--- config.mk ---
export PLATFORM = sky130hd
export DESIGN_NAME = fifo_word_packer_flat
export DESIGN_NICKNAME = d
export VERILOG_FILES = /design/src/rtl/fifo_word_packer_if.sv /design/src/rtl/fifo_word_packer.sv /design/src/flat_wrapper.sv
export SDC_FILE = /design/constraint.sdc
export NUM_CORES = 1
export LEC_CHECK = 0
export CORE_ASPECT_RATIO = 0.6
export CORE_UTILIZATION = 30
export CTS_CLUSTER_DIAMETER = 40
export CTS_CLUSTER_SIZE = 25
export DETAILED_ROUTE_END_ITERATION = 10
export SETUP_SLACK_MARGIN = 0.4
export SLEW_MARGIN = 25
export SYNTH_ARGS = -nofsm -noshare
export SYNTH_HDL_FRONTEND = slang
export SYNTH_SLANG_ARGS = --single-unit
--- constraint.sdc ---
create_clock -name clk -period 2.4 [get_ports clk]
set_input_delay 0.48 -clock clk [delete_from_list [all_inputs] [get_ports clk]]
set_output_delay 0.48 -clock clk [all_outputs]
set_load 0.005 [all_outputs]
--- src/rtl/fifo_word_packer_if.sv ---
// Bundles the FIFO show-ahead read port and the packed-word valid/ready stream
// that fifo_word_packer sits between.
interface fifo_word_packer_if #(
  parameter int DATA_WIDTH = 8,
  parameter int LANES      = 2
);
  logic                        r_empty;
  logic [DATA_WIDTH-1:0]       r_data;
  logic                        r_inc;
  logic                        o_valid;
  logic                        o_ready;
  logic [DATA_WIDTH*LANES-1:0] o_data;
  logic [LANES-1:0]            o_keep;

  modport master (
    input  r_empty,
    input  r_data,
    input  o_ready,
    output r_inc,
    output o_valid,
    output o_data,
    output o_keep
  );

  modport slave (
    output r_empty,
    output r_data,
    output o_ready,
    input  r_inc,
    input  o_valid,
    input  o_data,
    input  o_keep
  );
endinterface

--- src/rtl/fifo_word_packer.sv ---
// Drains a show-ahead FIFO and packs LANES consecutive entries into one registered word.
// Define FIFO_WORD_PACKER_FLUSH_EN to flush partial words after PACK_TIMEOUT idle cycles.
module fifo_word_packer #(
  parameter int DATA_WIDTH   = 8,
  parameter int LANES        = 2,
  parameter int PACK_TIMEOUT = 16
) (
  input  logic               clk,
  input  logic               reset,
  fifo_word_packer_if.master bus
);
  localparam int LW = $clog2(LANES);
  localparam int AW = (LANES - 1) * DATA_WIDTH;
  localparam int OW = LANES * DATA_WIDTH;

  if (LANES < 2 || PACK_TIMEOUT < 1) begin : g_cfg_check
    $error("fifo_word_packer: LANES must be >= 2 and PACK_TIMEOUT >= 1");
  end

  logic [LW-1:0]    r_lane_cnt;
  logic [AW-1:0]    r_acc;
  logic [OW-1:0]    r_out_data;
  logic [LANES-1:0] r_out_keep;
  logic             r_out_valid;

  logic w_out_free;
  logic w_last_lane;
  logic w_pop;

  assign w_out_free  = !r_out_valid || bus.o_ready;
  assign w_last_lane = (r_lane_cnt == LW'(LANES - 1));
  // The last lane may only be popped when the output register can take the word.
  assign w_pop       = !reset && !bus.r_empty && (!w_last_lane || w_out_free);

  assign bus.r_inc   = w_pop;
  assign bus.o_valid = r_out_valid;
  assign bus.o_data  = r_out_data;
  assign bus.o_keep  = r_out_keep;

`ifdef FIFO_WORD_PACKER_FLUSH_EN
  localparam int TW = $clog2(PACK_TIMEOUT + 1);

  logic [TW-1:0]    r_idle_cnt;
  logic             w_timeout;
  logic             w_flush;
  logic [OW-1:0]    w_flush_data;
  logic [LANES-1:0] w_flush_keep;

  assign w_timeout = (r_idle_cnt == TW'(PACK_TIMEOUT));
  assign w_flush   = w_timeout && (r_lane_cnt != '0) && w_out_free && !w_pop;

  // Idle counter: saturates at the timeout, cleared by any pop or flush.
  always_ff @(posedge clk) begin
    if (reset) begin
      r_idle_cnt <= '0;
    end else if (w_pop || w_flush) begin
      r_idle_cnt <= '0;
    end else if ((r_lane_cnt != '0) && !w_timeout) begin
      r_idle_cnt <= r_idle_cnt + TW'(1);
    end
  end

  // Partial word: filled lanes copied from the accumulator, the rest zero.
  always_comb begin
    w_flush_data = '0;
    w_flush_keep = '0;
    for (int i = 0; i < LANES - 1; i++) begin
      if (i < int'(r_lane_cnt)) begin
        w_flush_data[i*DATA_WIDTH +: DATA_WIDTH] = r_acc[i*DATA_WIDTH +: DATA_WIDTH];
        w_flush_keep[i]                          = 1'b1;
      end else begin
        w_flush_data[i*DATA_WIDTH +: DATA_WIDTH] = '0;
        w_flush_keep[i]                          = 1'b0;
      end
    end
  end
`endif

  // Lane counter: advances per pop, wraps after the last lane.
  always_ff @(posedge clk) begin
    if (reset) begin
      r_lane_cnt <= '0;
    end else if (w_pop) begin
      r_lane_cnt <= w_last_lane ? '0 : r_lane_cnt + LW'(1);
`ifdef FIFO_WORD_PACKER_FLUSH_EN
    end else if (w_flush) begin
      r_lane_cnt <= '0;
`endif
    end
  end

  // Accumulator keeps filling even while an output word is stalled.
  always_ff @(posedge clk) begin
    if (reset) begin
      r_acc <= '0;
    end else if (w_pop && !w_last_lane) begin
      r_acc[r_lane_cnt*DATA_WIDTH +: DATA_WIDTH] <= bus.r_data;
    end
  end

  // Output register: load completes a word, acceptance without load retires it.
  always_ff @(posedge clk) begin
    if (reset) begin
      r_out_data  <= '0;
      r_out_keep  <= '0;
      r_out_valid <= 1'b0;
    end else if (w_pop && w_last_lane) begin
      r_out_data  <= {bus.r_data, r_acc};
      r_out_keep  <= '1;
      r_out_valid <= 1'b1;
`ifdef FIFO_WORD_PACKER_FLUSH_EN
    end else if (w_flush) begin
      r_out_data  <= w_flush_data;
      r_out_keep  <= w_flush_keep;
      r_out_valid <= 1'b1;
`endif
    end else if (r_out_valid && bus.o_ready) begin
      r_out_valid <= 1'b0;
    end
  end
endmodule

--- src/flat_wrapper.sv ---
// flat-port wrapper written by rule: the top's interface ports become plain ports
module fifo_word_packer_flat 
#(
  parameter int DATA_WIDTH   = 8,
  parameter int LANES        = 2,
  parameter int PACK_TIMEOUT = 16
)
  (clk, reset, bus_r_empty, bus_r_data, bus_o_ready, bus_r_inc, bus_o_valid, bus_o_data, bus_o_keep);
  fifo_word_packer_if #(.DATA_WIDTH(DATA_WIDTH), .LANES(LANES)) bus_i ();
  input  logic clk;
  input  logic reset;
  input wire logic [$bits(bus_i.r_empty)-1:0] bus_r_empty;
  input wire logic [$bits(bus_i.r_data)-1:0] bus_r_data;
  input wire logic [$bits(bus_i.o_ready)-1:0] bus_o_ready;
  output wire logic [$bits(bus_i.r_inc)-1:0] bus_r_inc;
  output wire logic [$bits(bus_i.o_valid)-1:0] bus_o_valid;
  output wire logic [$bits(bus_i.o_data)-1:0] bus_o_data;
  output wire logic [$bits(bus_i.o_keep)-1:0] bus_o_keep;
  assign bus_i.r_empty = bus_r_empty;
  assign bus_i.r_data = bus_r_data;
  assign bus_i.o_ready = bus_o_ready;
  assign bus_r_inc = bus_i.r_inc;
  assign bus_o_valid = bus_i.o_valid;
  assign bus_o_data = bus_i.o_data;
  assign bus_o_keep = bus_i.o_keep;
  fifo_word_packer #(.DATA_WIDTH(DATA_WIDTH), .LANES(LANES), .PACK_TIMEOUT(PACK_TIMEOUT)) u_core (.clk(clk), .reset(reset), .bus(bus_i));
endmodule
==> metrics.sh <==
FINAL_SKEW_NS=0.00467
SYNTH.FF_LATCH_COUNT=27
ANTENNA_VIOLATIONS_BEFORE_REPAIR=0
LAYOUT-DRIVE-GT1-SHARE=0.0850
HOLD_PATH.CLASS='reg -> reg'
FINISH.INSTANCE_AREA_UM2=1470
DIODES=0
YOSYS_WARNINGS=0
FINAL_CELLS=198
TRITONCTS='done'
ROUTED_WL_MM=2.79
AREA_OF_THE_MULTI_INPUT_GATES_UM2=464
MAXCAPVIOLCOUNT=0
CRIT_TYPE='in -> out'
H-TREE-DEPTH=1
VIA_PER_INST=5.26
CRIT_CHAIN='clkdlybuf4s50_1 -> nor2b_2 -> a211oi_1 -> clkbuf_2'
DP_HPWL_MM=1.89
CP_SLOWEST_CELL='clkdlybuf4s50_1'
POST_SYNTH.CELL_AREA_AVG_UM2=8.71
CTS_ROOT_BUF='clkbuf_8'
GRT_START_MAX_NET_PINS=28
TOTAL_NUMBER_OF_PLACEMENT_ROWS=16
POST_CTS.RESIZED_INSTANCES=2
FINAL_PERIOD_MINUS_WORST_SETUP_SLACK_NS=1.89
POST-CTS-SETUP-BUFFER-COUNT=0
CRITICAL_PATH_ARRIVAL_NS=1.41
FINAL_CRITICAL_PATH_SETUP_SLACK_NS=0.505
CLOCK-SINKS=27
GROUTE.USAGE.OVERALL=0.160
HIGHEST_ATTAINABLE_CLOCK_FREQUENCY_MHz=528
WHS_PATH_DEPTH=2
PEAKVDDDROP_uV=185
SLEW_HEADROOM=0.644
PORT_BUFFERS=31
CRITICAL_PATH.ENDPOINT_TYPE='output pin'
FF2FF_PATH_DEPTH=3
PLACE.DETAILED.INSTANCES=194
FLOORPLAN.DIE.HEIGHT_UM=48.5
DP_WORST_SETUP_SLACK_NS=0.119
IO_PINS=32
DETAILEDROUTE.FIRSTPASSITERATIONCOUNT=4
DISTINCT_CELLS_SYNTH=17
PLACE_AREA_UM2=1420
FIRST_GLOBAL_VIAS=984
INITIAL_CORE_UTIL=0.323
TRITONCTS_BUFFERS=3
CP_MAX_FO=2
POST_SYNTH_INST_COUNT=124
REG2REG_SLACK_NS=0.82
CTSHOLDBUFFERS=0
FINAL_NETS=166
SETUP_VIOL=0
WORSTMARGINPINSLEW_NS=0.531
RUN_STATUS='finished, final reports clean'
SYNTH.CELL_AREA_UM2=1080
LAYOUT.AREA.SEQ_UM2=541
CRITPATHMAXSTAGEDELAY_NS=0.49
GLOBAL_ROUTE_WIRE_LENGTH_BEFORE_REPAIR_MM=4.76
SEQ_AREA_FRAC_SYNTH=0.501
INITIALDRTVIOLATIONCOUNT=86
SYNTH.NET_COUNT=136
MIN_PERIOD_OVER_PERIOD=0.789
FILL_CELLS=343
GRT_OVERFLOW_TOTAL=0
POWER_DENSITY_nW_PER_UM2=568
DIE-WIDTH_UM=79.5
SETUP_TNS_NS=0
CP_NUM_BUF_INV=2
WORSTSETUPPATHDEPTH=4
RSZ0062_AT_GRT='no'
ROUTED-VIA-COUNT=1041
WORST_SETUP_HOLD_PATH_CLK_SLEW_NS=0.09
CELLLEAKAGEPOWER_nW=0.582
FINAL-MAX-SLEW-VIOLATION-COUNT=0
CLOCK_TREE.BUFFER_DEPTH=2
CELL_CLASS_CONTRIBUTING_THE_BIGGEST_SHARE_OF_WORST_PATH_DELAY='buffers and inverters'
DETAIL_ROUTE.DRC_VIOLATIONS=0
DIE_AREA_UM2=3850
ROUTED_WIRE_PER_STD_CELL_UM=14.1
AREA_DELTA_SYNTH_FINAL_PCT=35.7
PLACE_CONGESTION=0.815
ANTENNA_VIOLATING_NETS_POST_ROUTE=0
WORST_SKEW_PAIR.LATE_LATENCY_NS=0.27
CRIT_PATH_START_KIND='input port'
STD_CELL_CORE_AREA_UM2=3340
WORST_EP_REQUIRED_TIME_NS=1.92
FINAL_HOLD_VIOL_COUNT=0
UTILIZATION=0.438
path summary, 6_finish.rpt:
kind                           from                   end
setup / recovery        bus_o_ready             bus_r_inc
hold / removal      u_core.r_acc[1]  u_core.bus.o_data[1]
setup reg to reg  u_core.r_lane_cnt  u_core.bus.o_data[9]
hold reg to reg     u_core.r_acc[1]  u_core.bus.o_data[1]
report_power, final:
part / internal [mW] / total (mW) / switching (mW) / leakage (nW)
clock network: 0.116 / 0.252 / 0.136 / 0.0255
logic: 0.0510 / 0.101 / 0.0503 / 0.336
registers: 0.466 / 0.479 / 0.0127 / 0.220
logic make-up after synthesis:
| group | after synthesis | share of synthesized area |
|---|---|---|
| AND/OR/NAND/NOR | 47 | 0.203 |
| buffers and inverters | 14 | 0.0695 |
| flip-flops | 27 | 0.501 |
| AO/OA/AOI/OAI | 36 | 0.227 |
tightest hold or removal path, cell delays in order (launching register included):
cell     delay, ns
dfxtp_1       0.32
nand3_1       0.06
nand2_1       0.04
flip-flops by register name, indices dropped and copies added, names as in the netlist:
signal              flops
u_core.r_acc            8
u_core.r_lane_cnt       1
u_core.bus.o_keep       1
u_core.bus.o_data      16
u_core.bus.o_valid      1
per-layer routing:
metal	vias to the layer above	track usage	wire length [um]	share of wire
li1	507	-	-	-
met1	498	0.224	1330	0.48
met2	34	0.238	1250	0.45
met3	2	0.0604	196	0.070
met4	0	0.0182	7	0.0025
met5	-	0	0	0
synth_stat cells:
master     n  area (um2)
nand2b_1   1        6.26
a21o_1     1        7.51
nand2_1   24        90.1
nor2b_2    1        8.76
buf_4      2        15.0
nand3_1   16        80.1
inv_1      2        7.51
o21ai_0    8        40.0
a211oi_1   1        7.51
o311ai_1   1        8.76
nor3b_4    1        18.8
dfxtp_1   27         541
o311ai_0  15         131
a21oi_1   10        50.1
clkbuf_1   8        30.0
nor2_1     4        15.0
buf_6      2        22.5
layout make-up:
cell class	count	share of cell area
multi-input combinational	83	0.317
inverter	2	0.00512
clock buffer	3	0.0282
clock inverter	1	0.00342
tap	45	0.0384
timing repair buffer	37	0.239
sequential	27	0.369
stage by stage:
step	hold WS, ns	power, mW
after detailed placement	0.441	0.591
after floorplan	0.427	0.534
after CTS	0.456	0.845
after global routing	0.478	0.877
after global placement	0.433	0.588
final	0.449	0.832
cells in the final DEF, fill, tap and decap left out:
cell | netlist | routed
a211oi_1 | 1 | 1
a21o_1 | 1 | 1
a21oi_1 | 10 | 10
buf_4 | 2 | 6
clkbuf_2 | 0 | 1
clkbuf_8 | 0 | 3
clkdlybuf4s50_1 | 0 | 30
clkinv_2 | 0 | 1
dfxtp_1 | 27 | 27
inv_1 | 2 | 2
nand2_1 | 24 | 24
nand2b_1 | 1 | 1
nand3_1 | 16 | 16
nor2_1 | 4 | 4
nor2b_2 | 1 | 1
nor3b_4 | 1 | 1
o21ai_0 | 8 | 8
o311ai_0 | 15 | 15
o311ai_1 | 1 | 1
Note: power is estimated with default switching activity, not from simulation.
